[src/rtl/tlb_pkg.sv]
// Shared definitions for the CP0-side TLB management controller:
// instruction encodings, CP0 register map, FSM states and the entry payload.
package tlb_pkg;

    typedef enum logic [1:0] {
        OP_TLBR  = 2'd0,
        OP_TLBWI = 2'd1,
        OP_TLBWR = 2'd2,
        OP_TLBP  = 2'd3
    } tlb_op_e;

    typedef enum logic [1:0] {
        ST_IDLE  = 2'd0,
        ST_ISSUE = 2'd1,
        ST_WAIT  = 2'd2,
        ST_DONE  = 2'd3
    } tlb_state_e;

    localparam logic [4:0] CP0_INDEX    = 5'd0;
    localparam logic [4:0] CP0_RANDOM   = 5'd1;
    localparam logic [4:0] CP0_ENTRYLO0 = 5'd2;
    localparam logic [4:0] CP0_ENTRYLO1 = 5'd3;
    localparam logic [4:0] CP0_WIRED    = 5'd6;
    localparam logic [4:0] CP0_ENTRYHI  = 5'd10;

    localparam logic [31:0] PROBE_INDEX = 32'hFFFF_FFFF;
    localparam int unsigned INDEX_P_BIT = 31;

    // EntryHi/EntryLo0/EntryLo1 travel together to and from the TLB
    typedef struct packed {
        logic [31:0] hi;
        logic [31:0] lo0;
        logic [31:0] lo1;
    } tlb_entry_t;

    function automatic logic op_is_write(input tlb_op_e o);
        return (o == OP_TLBWI) || (o == OP_TLBWR);
    endfunction

endpackage

[src/rtl/tlb_random_cnt.sv]
// CP0 Random register: free-running down-counter that wraps from Wired
// back to the top entry, and restarts at the top on any Wired write.
module tlb_random_cnt #(
    parameter int unsigned TLB_ENTRIES = 16,
    parameter int unsigned IW          = 4
) (
    input  logic          clk,
    input  logic          rst,
    input  logic          wired_we,
    input  logic [IW-1:0] wired,
    output logic [IW-1:0] random_val
);

    localparam logic [IW-1:0] TOP = IW'(TLB_ENTRIES - 1);

    // Decrement each cycle; reload the top entry on wrap, Wired write or a full wired set
    always_ff @(posedge clk or posedge rst) begin
        if (rst) begin
            random_val <= TOP;
        end else if (wired_we || (wired >= TOP) || (random_val <= wired)) begin
            random_val <= TOP;
        end else begin
            random_val <= random_val - IW'(1);
        end
    end

endmodule

[src/rtl/tlb_cp0_ctrl.sv]
// CP0-side initiator of the TLB management port. Holds Index/Random/Wired/
// EntryHi/EntryLo0/EntryLo1 and turns TLBR/TLBWI/TLBWR/TLBP into single-cycle
// TLB strobes, capturing read and probe responses.
// Optional: TLB_CTRL_TIMEOUT_EN adds a response watchdog that raises op_err.
module tlb_cp0_ctrl #(
    parameter int unsigned TLB_ENTRIES = 16,
    parameter int unsigned TIMEOUT_CYC = 15
) (
    input  logic        clk,
    input  logic        rst,
    input  logic        op_valid,
    input  logic [1:0]  op,
    output logic        op_busy,
    output logic        op_done,
    output logic        op_err,
    input  logic        cp0_we,
    input  logic [4:0]  cp0_waddr,
    input  logic [31:0] cp0_wdata,
    input  logic [4:0]  cp0_raddr,
    output logic [31:0] cp0_rdata,
    output logic        tlb_we,
    output logic        tlb_rd,
    output logic [31:0] tlb_index,
    output logic [31:0] tlb_entry_hi,
    output logic [31:0] tlb_entry_lo0,
    output logic [31:0] tlb_entry_lo1,
    input  logic        tlb_w_index,
    input  logic        tlb_w_content,
    input  logic [31:0] tlb_index_out,
    input  logic [31:0] tlb_entry_hi_out,
    input  logic [31:0] tlb_entry_lo0_out,
    input  logic [31:0] tlb_entry_lo1_out
);
    import tlb_pkg::*;

    localparam int unsigned IW = $clog2(TLB_ENTRIES);

    tlb_state_e    state;
    tlb_op_e       op_q;
    logic          index_p;
    logic [IW-1:0] index_val;
    logic [IW-1:0] wired;
    logic [IW-1:0] random_val;
    tlb_entry_t    entry;

    logic mtc0_ok;
    logic wired_we;
    logic cap_read;
    logic cap_probe;
    logic unused_bits;

    // mtc0 is only honoured while no TLB operation is in flight
    assign mtc0_ok   = cp0_we && !op_busy;
    assign wired_we  = mtc0_ok && (cp0_waddr == CP0_WIRED);
    assign cap_read  = (state == ST_WAIT) && (op_q == OP_TLBR) && tlb_w_content;
    assign cap_probe = (state == ST_WAIT) && (op_q == OP_TLBP) && tlb_w_index;

    assign unused_bits = ^tlb_index_out[30:IW];

`ifdef TLB_CTRL_TIMEOUT_EN
    localparam int unsigned CW = $clog2(TIMEOUT_CYC + 1);
    logic [CW-1:0] wait_cnt;
    logic          timeout_hit;
    assign timeout_hit = (state == ST_WAIT) && !cap_read && !cap_probe
                         && (wait_cnt == CW'(TIMEOUT_CYC - 1));
`else
    localparam int unsigned UNUSED_TIMEOUT = TIMEOUT_CYC;
    assign op_err = 1'b0;
`endif

    assign tlb_entry_hi  = entry.hi;
    assign tlb_entry_lo0 = entry.lo0;
    assign tlb_entry_lo1 = entry.lo1;

    tlb_random_cnt #(
        .TLB_ENTRIES (TLB_ENTRIES),
        .IW          (IW)
    ) u_random (
        .clk        (clk),
        .rst        (rst),
        .wired_we   (wired_we),
        .wired      (wired),
        .random_val (random_val)
    );

    // CP0 register file: mtc0 writes plus TLB response captures
    always_ff @(posedge clk or posedge rst) begin
        if (rst) begin
            index_p   <= 1'b0;
            index_val <= '0;
            wired     <= '0;
            entry     <= '0;
        end else begin
            if (mtc0_ok) begin
                case (cp0_waddr)
                    CP0_INDEX: begin
                        index_val <= cp0_wdata[IW-1:0];
                        index_p   <= 1'b0;
                    end
                    CP0_ENTRYLO0: entry.lo0 <= cp0_wdata;
                    CP0_ENTRYLO1: entry.lo1 <= cp0_wdata;
                    CP0_WIRED:    wired     <= cp0_wdata[IW-1:0];
                    CP0_ENTRYHI:  entry.hi  <= cp0_wdata;
                    default: ;
                endcase
            end
            if (cap_read) begin
                entry.hi  <= tlb_entry_hi_out;
                entry.lo0 <= tlb_entry_lo0_out;
                entry.lo1 <= tlb_entry_lo1_out;
            end
            if (cap_probe) begin
                index_p   <= tlb_index_out[INDEX_P_BIT];
                index_val <= tlb_index_out[IW-1:0];
            end
`ifdef TLB_CTRL_TIMEOUT_EN
            if (timeout_hit && (op_q == OP_TLBP)) begin
                index_p <= 1'b1;
            end
`endif
        end
    end

    // Operation sequencer with registered strobes and handshake outputs
    always_ff @(posedge clk or posedge rst) begin
        if (rst) begin
            state     <= ST_IDLE;
            op_q      <= OP_TLBR;
            op_busy   <= 1'b0;
            op_done   <= 1'b0;
            tlb_we    <= 1'b0;
            tlb_rd    <= 1'b0;
            tlb_index <= '0;
`ifdef TLB_CTRL_TIMEOUT_EN
            op_err    <= 1'b0;
            wait_cnt  <= '0;
`endif
        end else begin
            tlb_we  <= 1'b0;
            tlb_rd  <= 1'b0;
            op_done <= 1'b0;
`ifdef TLB_CTRL_TIMEOUT_EN
            op_err  <= 1'b0;
`endif
            case (state)
                ST_IDLE: begin
                    if (op_valid) begin
                        op_q    <= tlb_op_e'(op);
                        op_busy <= 1'b1;
                        state   <= ST_ISSUE;
                        case (tlb_op_e'(op))
                            OP_TLBR: begin
                                tlb_rd    <= 1'b1;
                                tlb_index <= 32'(index_val);
                            end
                            OP_TLBWI: begin
                                tlb_we    <= 1'b1;
                                tlb_index <= 32'(index_val);
                            end
                            OP_TLBWR: begin
                                tlb_we    <= 1'b1;
                                tlb_index <= 32'(random_val);
                            end
                            default: begin
                                tlb_rd    <= 1'b1;
                                tlb_index <= PROBE_INDEX;
                            end
                        endcase
                    end
                end
                ST_ISSUE: begin
                    if (op_is_write(op_q)) begin
                        state   <= ST_DONE;
                        op_done <= 1'b1;
                    end else begin
                        state <= ST_WAIT;
`ifdef TLB_CTRL_TIMEOUT_EN
                        wait_cnt <= '0;
`endif
                    end
                end
                ST_WAIT: begin
                    if (cap_read || cap_probe) begin
                        state   <= ST_DONE;
                        op_done <= 1'b1;
                    end
`ifdef TLB_CTRL_TIMEOUT_EN
                    else if (timeout_hit) begin
                        state   <= ST_DONE;
                        op_done <= 1'b1;
                        op_err  <= 1'b1;
                    end else begin
                        wait_cnt <= wait_cnt + CW'(1);
                    end
`endif
                end
                ST_DONE: begin
                    state   <= ST_IDLE;
                    op_busy <= 1'b0;
                end
                default: state <= ST_IDLE;
            endcase
        end
    end

    // mfc0 read mux; Index carries the probe-failure flag in its top bit
    always_comb begin
        cp0_rdata = '0;
        case (cp0_raddr)
            CP0_INDEX: begin
                cp0_rdata              = 32'(index_val);
                cp0_rdata[INDEX_P_BIT] = index_p;
            end
            CP0_RANDOM:   cp0_rdata = 32'(random_val);
            CP0_ENTRYLO0: cp0_rdata = entry.lo0;
            CP0_ENTRYLO1: cp0_rdata = entry.lo1;
            CP0_WIRED:    cp0_rdata = 32'(wired);
            CP0_ENTRYHI:  cp0_rdata = entry.hi;
            default:      cp0_rdata = '0;
        endcase
    end

endmodule
[config.mk]
export PLATFORM = sky130hd
export DESIGN_NAME = tlb_cp0_ctrl
export DESIGN_NICKNAME = d
export VERILOG_FILES = /design/src/rtl/tlb_pkg.sv /design/src/rtl/tlb_random_cnt.sv /design/src/rtl/tlb_cp0_ctrl.sv
export SDC_FILE = /design/constraint.sdc
export NUM_CORES = 1
export LEC_CHECK = 0
export BUFFER_PORTS_ARGS = -buffer_cell sky130_fd_sc_hd__buf_2
export CAP_MARGIN = 20
export CELL_PAD_IN_SITES_DETAIL_PLACEMENT = 1
export CELL_PAD_IN_SITES_GLOBAL_PLACEMENT = 2
export CORE_ASPECT_RATIO = 1.75
export CORE_MARGIN = 10
export CORE_UTILIZATION = 22
export DETAILED_ROUTE_END_ITERATION = 8
export PLACE_DENSITY_LB_ADDON = 0.2
export REMOVE_ABC_BUFFERS = 1
export SLEW_MARGIN = 5
export SYNTH_ARGS = -nofsm -noshare
export SYNTH_HDL_FRONTEND = slang
export SYNTH_SLANG_ARGS = --single-unit
[constraint.sdc]
create_clock -name clk -period 3.25 [get_ports clk]
set_input_delay 0 -clock clk [delete_from_list [all_inputs] [get_ports clk]]
set_output_delay 0 -clock clk [all_outputs]
set_load 0.1 [all_outputs]
* Word-level counts from Yosys, hierarchy flattened *
Index checks and enable logic that the tools add are counted.

word-level totals
  input port bits = 178
  flip-flop bits (word level) = 149

operators by class
  reductions and logical operators = 33
  $lt $le $gt $ge = 2
  equality and inequality tests = 19
  add/sub/neg operators = 1
  mux-type cells = 29

operators by type and width
  operator            count
  $mux 96             2
  $pmux 32 s6         1
  $mux 32             3
  $pmux 32 s2         1
  $eq 5x2->1 const B  4
  $mux 4              4
  $reduce_and 2->1    8
  $reduce_bool 2->1   7
  $mux 1              13
  $eq 2x2->1 const B  5
  $eq 5x3->1 const B  2
  $eq 5x4->1 const B  2
  $logic_not 5->1     2
  $pmux 2 s4          1
  $eq 2x1->1 const B  3
  $logic_and 1x1->1   6
  $logic_not 2->1     3
  $eq 5x1->1 const B  1
  $ge 4x4->1 const B  1
  $le 4x4->1          1
  $logic_or 1x1->1    4
  $mux 2              2
  $pmux 1 s2          2
  $reduce_or 2->1     2
  4 further kinds     4

* Longest topological paths before layout *
Gate-level depths: netlist (run 1).

  depth after elaboration = 6
  gate-level depth with buffers = 7
  gate-level depth less buffers = 6

* Modules after synthesis *
Synthesis (run 1) repeated with hierarchy kept, for this count alone.

second synthesis, totals
  cell total of the unflattened synthesis = 826
  area, all modules = 7180.6 um2

by module, submodules not included
  module          sequential area each (um2)  cells each  area each (um2)  instances
  tlb_cp0_ctrl    2952.8                      799         6887.9           1
  tlb_random_cnt  105.1                       27          292.8            1

* Worst setup path before layout (run 1) *
Ideal clock, no wire load.

  kind = register to output
  start point = register entry (netlist bit tlb_entry_lo0[0])
  end point = output port cp0_rdata[0]
  buffers on the path = 0
  arrival time = 1990 ps
  data required time = 3250 ps
  slack = 1260 ps
  cell stages (with the launch flop) = 4
  cells stage by stage = dfrtp_1 -> mux2i_1 -> o22ai_1 -> a221o_1

on the way
  word-level cells in the longest chain between the ends = 1

RTL lines
  what                line                 RTL
  start: declaration  tlb_cp0_ctrl.sv:44   tlb_entry_t entry;
  $pmux 32 s6         tlb_cp0_ctrl.sv:209  case (cp0_raddr)
  end: declaration    tlb_cp0_ctrl.sv:20   output logic [31:0] cp0_rdata,

No other way between the ends.

* Final worst setup path (run 1) *
  start point = register op_busy
  end point = register entry (netlist bit tlb_entry_lo1[24])

on the way
  word-level cells in the longest chain between the ends = 4

RTL lines
  what                                line                 RTL
  start: declaration                  tlb_cp0_ctrl.sv:13   output logic op_busy,
  start signal: assignment            tlb_cp0_ctrl.sv:129  op_busy <= 1'b0;
  start signal: assignment            tlb_cp0_ctrl.sv:149  op_busy <= 1'b1;
  start signal: assignment            tlb_cp0_ctrl.sv:199  op_busy <= 1'b0;
  $logic_not 1->1                     tlb_cp0_ctrl.sv:53   assign mtc0_ok = cp0_we && !op_busy;
  $logic_and 1x1->1                   tlb_cp0_ctrl.sv:53
  $reduce_bool 2->1 (no source line)  n/a
  $reduce_and 2->1 (no source line)   n/a

No other way between the ends.
A chain may end at the register's enable or synchronous reset.

==> results of run 1 <==
## cell type report
| cell class | instances | area (µm²) | area share [%] |
|---|---|---|---|
| Inverter | 42 | 160 | 1.46 |
| Multi-Input combinational cell | 533 | 2910 | 26.5 |
| Antenna cell | 8 | 20.0 | 0.182 |
| Sequential cell | 122 | 3060 | 27.9 |
| Tap cell | 382 | 478 | 4.36 |
| Clock inverter | 6 | 85.1 | 0.776 |
| Clock buffer | 26 | 509 | 4.64 |
| Timing Repair Buffer | 531 | 3750 | 34.2 |
## flip-flops by register name (all words and copies together) (netlist names), 2 cells and up
| name | flops |
|---|---|
| tlb_entry_lo0 | 32 |
| tlb_index | 5 |
| u_random.random_val | 4 |
| index_val | 4 |
| tlb_entry_lo1 | 32 |
| state | 2 |
| wired | 4 |
| op_q | 2 |
| tlb_entry_hi | 32 |
## synth_stat cells, types with 6 or more instances
library cell / n
nand3_1: 8
a31oi_1: 98
a21oi_1: 6
buf_2: 16
inv_1: 42
a222oi_1: 27
ha_1: 13
nand2_1: 209
mux2i_1: 13
buf_4: 28
dfrtp_1: 118
nor2_1: 105
o21ai_0: 8
clkbuf_1: 31
## metrics by stage
step	instances	area (µm²)
2_1_floorplan	697	6090
3_3_place_gp	1405	8300
3_5_place_dp	1405	8300
4_1_cts	1642	11000
5_1_grt	1650	11000
6_report	1650	11000
## critical path, delay by kind of cell, from the launching register on
kind,cells,cell delay (ns)
flops,1,0.40
simple gates,3,1.16
buf+inv,2,0.96
compound gates,1,0.17
## metal layers
metal  vias up  track usage (%)  wire length (µm)
li1       3608                -                 -
met5         -                0                 0
met3        46             4.03              1720
met1      3752             18.6             12400
met4         0             8.40               931
met2       231             34.1             19300
## kinds of logic after synthesis
group | after synthesis | synth area share (%)
other cells | 1 | 0.0570
xor+xnor | 2 | 0.266
mux | 18 | 2.83
flops | 122 | 46.5
buf+inv | 124 | 9.72
simple gates | 343 | 21.4
fa+ha+maj | 13 | 2.47
compound gates | 156 | 16.7
## worst max path at each step
stage / endpoint / slack, ns
floorplan: tlb_index[30] / -15.79
global placement: tlb_entry_lo1[20] / 1.05
detailed placement: tlb_entry_lo1[15] / 0.99
CTS: tlb_entry_lo1[15] / 0.44
global route: tlb_entry_lo0[5] / 0.28
finish: tlb_entry_lo1[24] / 0.47
## repair_timing
item                                    in CTS  in global routing
endpoints found under the hold margin      157                  0
endpoints found under the setup margin       0                  0
hold buffers                               205                  0
==> results.toml, run 1 <==
[setup_path]
cpMaxStageDelayCell = "and4_2"
criticalPathCategory = "reg2reg"
max_stage_delay_ns = 0.60
critPathLaunchType = "flop"
worstSetupEndpointType = "flop"
reg2reg_from = "op_busy"
worst-path-max-fanout = 19
required_ns = 3.62
r2r_slack_ns = 0.47
startpoint = "op_busy"
r2r_end = "tlb_entry_lo1[24]"
cp.arrival_ns = 3.14
path_cells = "nor3b_2 -> and4_2 -> buf_4 -> nand2_1 -> a31oi_1 -> dlygate4sd3_1"
reg2regPathDepth = 6

[clock_tree]
cts-resized-gates = 0
cts_made_buffers = 17
cts_sinks = 122
cts_tree = "yes"
path_clk_slew_ns = 0.06
cts_setup_buffers = 0
cts.htree.levels = 4
cts_root_buf = "clkbuf_16"
clockBufferDepth = 2
clkLatencyLatePin_ns = 0.44

[sta]
relSlewSlack_pct = 37.4
holdWs_ns = 0.0619
period_minus_slack_ns = 2.78
timing.setup.tns_ns = 0
worstMarginPinSlew_ns = 0.936
finalSetupViolCount = 0
drv_slew = 0
fin_skew_ns = 0.00935
max_freq_mhz = 360
finalCritPeriodShare_pct = 85.4
rsz0062_at_grt = "false"
worst_slack_ns = 0.475
hold_viol = 0

[global_route]
grt.total_usage_pct = 18.3
grt_max_degree = 63
grt_pass1_vias = 8676
antenna_found_initial = 8
grt_overflow = 0
grt_pass1_wl_um = 52300

[yosys]
seq_area_frac_synth_pct = 46.5
syn-cell-area_um2 = 6580
synthCells = 779
ys_types = 45
synth_edf_count = 0
synth_top_area_share_pct = 44.9
synthTopCellsByArea = "dfrtp_1 45%, nand2_1 12%, a31oi_1 9.3%, nor2_1 6.0%, a222oi_1 4.1%"
yosysTopAreaCell = "dfrtp_1"
synth_seq_cells = 122
ys_async_sr_fraction_pct = 100
avgSynthCellArea_um2 = 8.44
yosysWarnings = 0
synth_flop_cell = "dfrtp_1"

[placement]
place_ws_ns = 0.988
hpwl_um = 24000
io_buffers = 314
place_congestion = 0.763

[detailed_routing]
initialDrtViolationCount = 414
totalWireLength_um = 34400
wl_per_cell_um = 20.8
antenna_left = 0
vias = 7637
drc = 0
firstDrtPassIters = 7
vias_per_cell = 4.63

[cells_and_area]
fillers = 3550
drive_gt1_share_pct = 29.8
nNetsFinal = 1438
final_common_cell = "buf_2"
mostFrequentLayoutCells = "314 x buf_2, 207 x nand2_1, 205 x dlygate4sd3_1"
syn2layout_area_growth_pct = 66.8
utilization_pct = 37.3

[min_path]
hold_path_startpoint = "tlb_w_index"
whs_endpoint = "state[1]"
min_path_cells = 5
hp-class = "in2reg"

[floorplanning]
io_pins = 343
dieArea_um2 = 37500
die_x_um = 151
initial_utilization_pct = 22.4
rows = 83
core_area_um2 = 29400
dieHeight_um = 249

[run]
maxCapViolCount = 0

[run_status]
status = "finished clean"
Power of run 1 is not shown: default switching activity piles up to over one toggle a cycle in this logic, so the estimate is an artifact.
==> run 2, diff against run 1 <==
--- a/config.mk
+++ b/config.mk
@@ -11,11 +11,12 @@
 export CELL_PAD_IN_SITES_GLOBAL_PLACEMENT = 2
 export CORE_ASPECT_RATIO = 1.75
 export CORE_MARGIN = 10
-export CORE_UTILIZATION = 22
+export CORE_UTILIZATION = 23
 export DETAILED_ROUTE_END_ITERATION = 8
 export PLACE_DENSITY_LB_ADDON = 0.2
 export REMOVE_ABC_BUFFERS = 1
 export SLEW_MARGIN = 5
 export SYNTH_ARGS = -nofsm -noshare
 export SYNTH_HDL_FRONTEND = slang
+export SYNTH_HIERARCHICAL = 1
 export SYNTH_SLANG_ARGS = --single-unit
==> run 2 against run 1 <==
Net effect:
- critical path depth is 1 higher
- non-clock buffer count rose by 8
- worst setup slack better by 0.094 ns
- register-to-register slack better by 0.09 ns
- sequential share of layout area down 1.5 points
- final area up 5.6%
- fmax is 3.5% higher
- routed wire length up 14%
- first-iteration DRC count fell by 10%
- via count increased by 12%
- die area is 4.0% higher
- global-route usage grew 1.3 points
- critical path type unchanged
- critical endpoint is now tlb_entry_lo0[4]
==> results.toml, run 2 <==
[sta]
worstMarginPinSlew_ns = 0.764
period_minus_slack_ns = 2.68
hold_viol = 0
holdWs_ns = 0.133
finalCritPeriodShare_pct = 82.5
finalSetupViolCount = 0
drv_slew = 0
max_freq_mhz = 373
fin_skew_ns = 0.00814
relSlewSlack_pct = 49.1
rsz0062_at_grt = "false"

[floorplanning]
core_area_um2 = 30800
rows = 85
io_pins = 343
dieArea_um2 = 39000
dieHeight_um = 254
die_x_um = 154
initial_utilization_pct = 23.3

[setup_path]
r2r_end = "tlb_entry_lo0[4]"
r2r_slack_ns = 0.57
reg2reg_from = "state[0]"
cp.arrival_ns = 3.00
reg2regPathDepth = 7
critPathLaunchType = "flop"
criticalPathCategory = "reg2reg"
worstSetupEndpointType = "flop"
required_ns = 3.57
worst-path-max-fanout = 93

[global_route]
grt_overflow = 0
antenna_found_initial = 4
grt.total_usage_pct = 19.6
grt_pass1_vias = 9694
grt_max_degree = 94
grt_pass1_wl_um = 59300

[detailed_routing]
totalWireLength_um = 39300
initialDrtViolationCount = 372
vias_per_cell = 5.07
drc = 0
firstDrtPassIters = 4
wl_per_cell_um = 23.3
antenna_left = 0
vias = 8541

[cells_and_area]
fillers = 3707
nNetsFinal = 1469
regArea_um2 = 3060
drive_gt1_share_pct = 30.4
final_common_cell = "buf_2"
final_cell_area_um2 = 11600
mostFrequentLayoutCells = "314 x buf_2, 207 x dlygate4sd3_1, 118 x dfrtp_1"
syn2layout_area_growth_pct = 61.4
multi_input_area_um2 = 3490

[min_path]
hp-class = "in2reg"
hold_path_startpoint = "tlb_w_index"
whs_endpoint = "index_p"
min_path_cells = 3

[clock_tree]
cts_sinks = 122
cts_made_buffers = 17
cts_setup_buffers = 0
path_clk_slew_ns = 0.06
clockBufferDepth = 2
clkLatencyLatePin_ns = 0.44
cts_tree = "yes"
cts.htree.levels = 4
cts_root_buf = "clkbuf_16"

[yosys]
synthTopCellsByArea = "dfrtp_1 41%, a31oi_1 8.8%, nand3_1 7.7%, nor2_1 5.4%, o21ai_0 4.3%"
seq_area_frac_synth_pct = 42.6
synth_common_cells = "118 x dfrtp_1, 110 x nand3_1, 103 x nor2_1"
synth_flop_cell = "dfrtp_1"
synth_top_area_share_pct = 41.1
yosysWarnings = 6
ys_async_sr_fraction_pct = 100
syn-cell-area_um2 = 7180
avgSynthCellArea_um2 = 8.69
synth_seq_cells = 122
ys_types = 51
synthCells = 826
synth_edf_count = 0
yosysTopAreaCell = "dfrtp_1"
yosysMostFrequentCell = "dfrtp_1"

[placement]
placed_area_um2 = 8860
io_buffers = 314
hpwl_um = 26700
place_congestion = 0.761

[run_status]
status = "finished clean"

[run]
maxCapViolCount = 0
## run 2: cell types whose count changed in the layout (fill, tap and decap cells not counted), moves of 11 or more
cell,change
and3_1,+32
a221o_1,+24
a222oi_1,-27
mux2i_1,-11
o21ai_0,+54
inv_1,-25
nand3_1,+102
nand2_1,-193
o21ai_1,+51
## run 2: area by class of cell
class                           instances  area share (%)
Timing Repair Buffer                  539            33.0
Multi-Input combinational cell        579            30.1
Sequential cell                       122            26.4
Tap cell                              391            4.22
Clock buffer                           20            3.94
Clock inverter                         12            1.68
Inverter                               17           0.572
Antenna cell                            4          0.0864
## run 2: worst max-delay path, cell delays in order, from the launching register on
cell           delay, ns
dfrtp_1             0.44
inv_1               0.13
ha_1                0.28
nand3_4             0.44
buf_12              0.41
nor2_1              0.16
a31oi_1             0.05
dlygate4sd3_1       0.58
## run 2: worst max-delay path by stage
stage | start | endpoint | cells past startpoint
finish | state[0] | tlb_entry_lo0[4] | 7
global route | state[0] | tlb_entry_lo1[3] | 7
CTS | state[0] | tlb_entry_lo1[31] | 7
detailed placement | state[0] | tlb_entry_lo0[24] | 6
global placement | state[0] | tlb_entry_hi[2] | 6
floorplan | tlb_index[30] | tlb_index[30] | 1
## run 2: cell families (layout without fill, tap and decap cells)
family / after synthesis / in the layout / share of synthesized area, %
DFF: 122 / 122 / 42.6
and+or+nand+nor: 291 / 291 / 20.5
other: 1 / 5 / 0.0522
adders and majority gates: 15 / 15 / 2.61
muxes: 11 / 11 / 1.69
xor gates and xnor gates: 2 / 2 / 0.244
AOI/OAI and AO/OA: 259 / 259 / 22.7
buffers and inverters: 125 / 588 / 9.62
## run 2: metrics by stage
| step | worst slack (ns) | instances | setup TNS, ns | utilization (%) |
|---|---|---|---|---|
| after floorplan | -15.79 | 718 | -803.78 | - |
| after global placement | 1.17 | 1441 | 0 | 28.7 |
| after detailed placement | 1.17 | 1441 | 0 | 28.7 |
| after CTS | 0.607 | 1680 | 0 | 37.5 |
| after global routing | 0.379 | 1684 | 0 | 37.6 |
| final | 0.569 | 1684 | 0 | 37.6 |
## run 2: layer usage
metal | track usage (%) | share of wire [%] | vias to the layer above
li1 | - | - | 3926
met1 | 20.2 | 38 | 4346
met2 | 37.0 | 55 | 223
met3 | 4.08 | 4.0 | 46
met4 | 8.37 | 2.8 | 0
met5 | 0 | 0 | -
## run 2: what timing repair did
item / CTS / global route
hold buffers: 207 / 0
hold endpoints to repair: 165 / 0
resized for setup: 0 / 0
Power of run 2 is left out for the same reason.
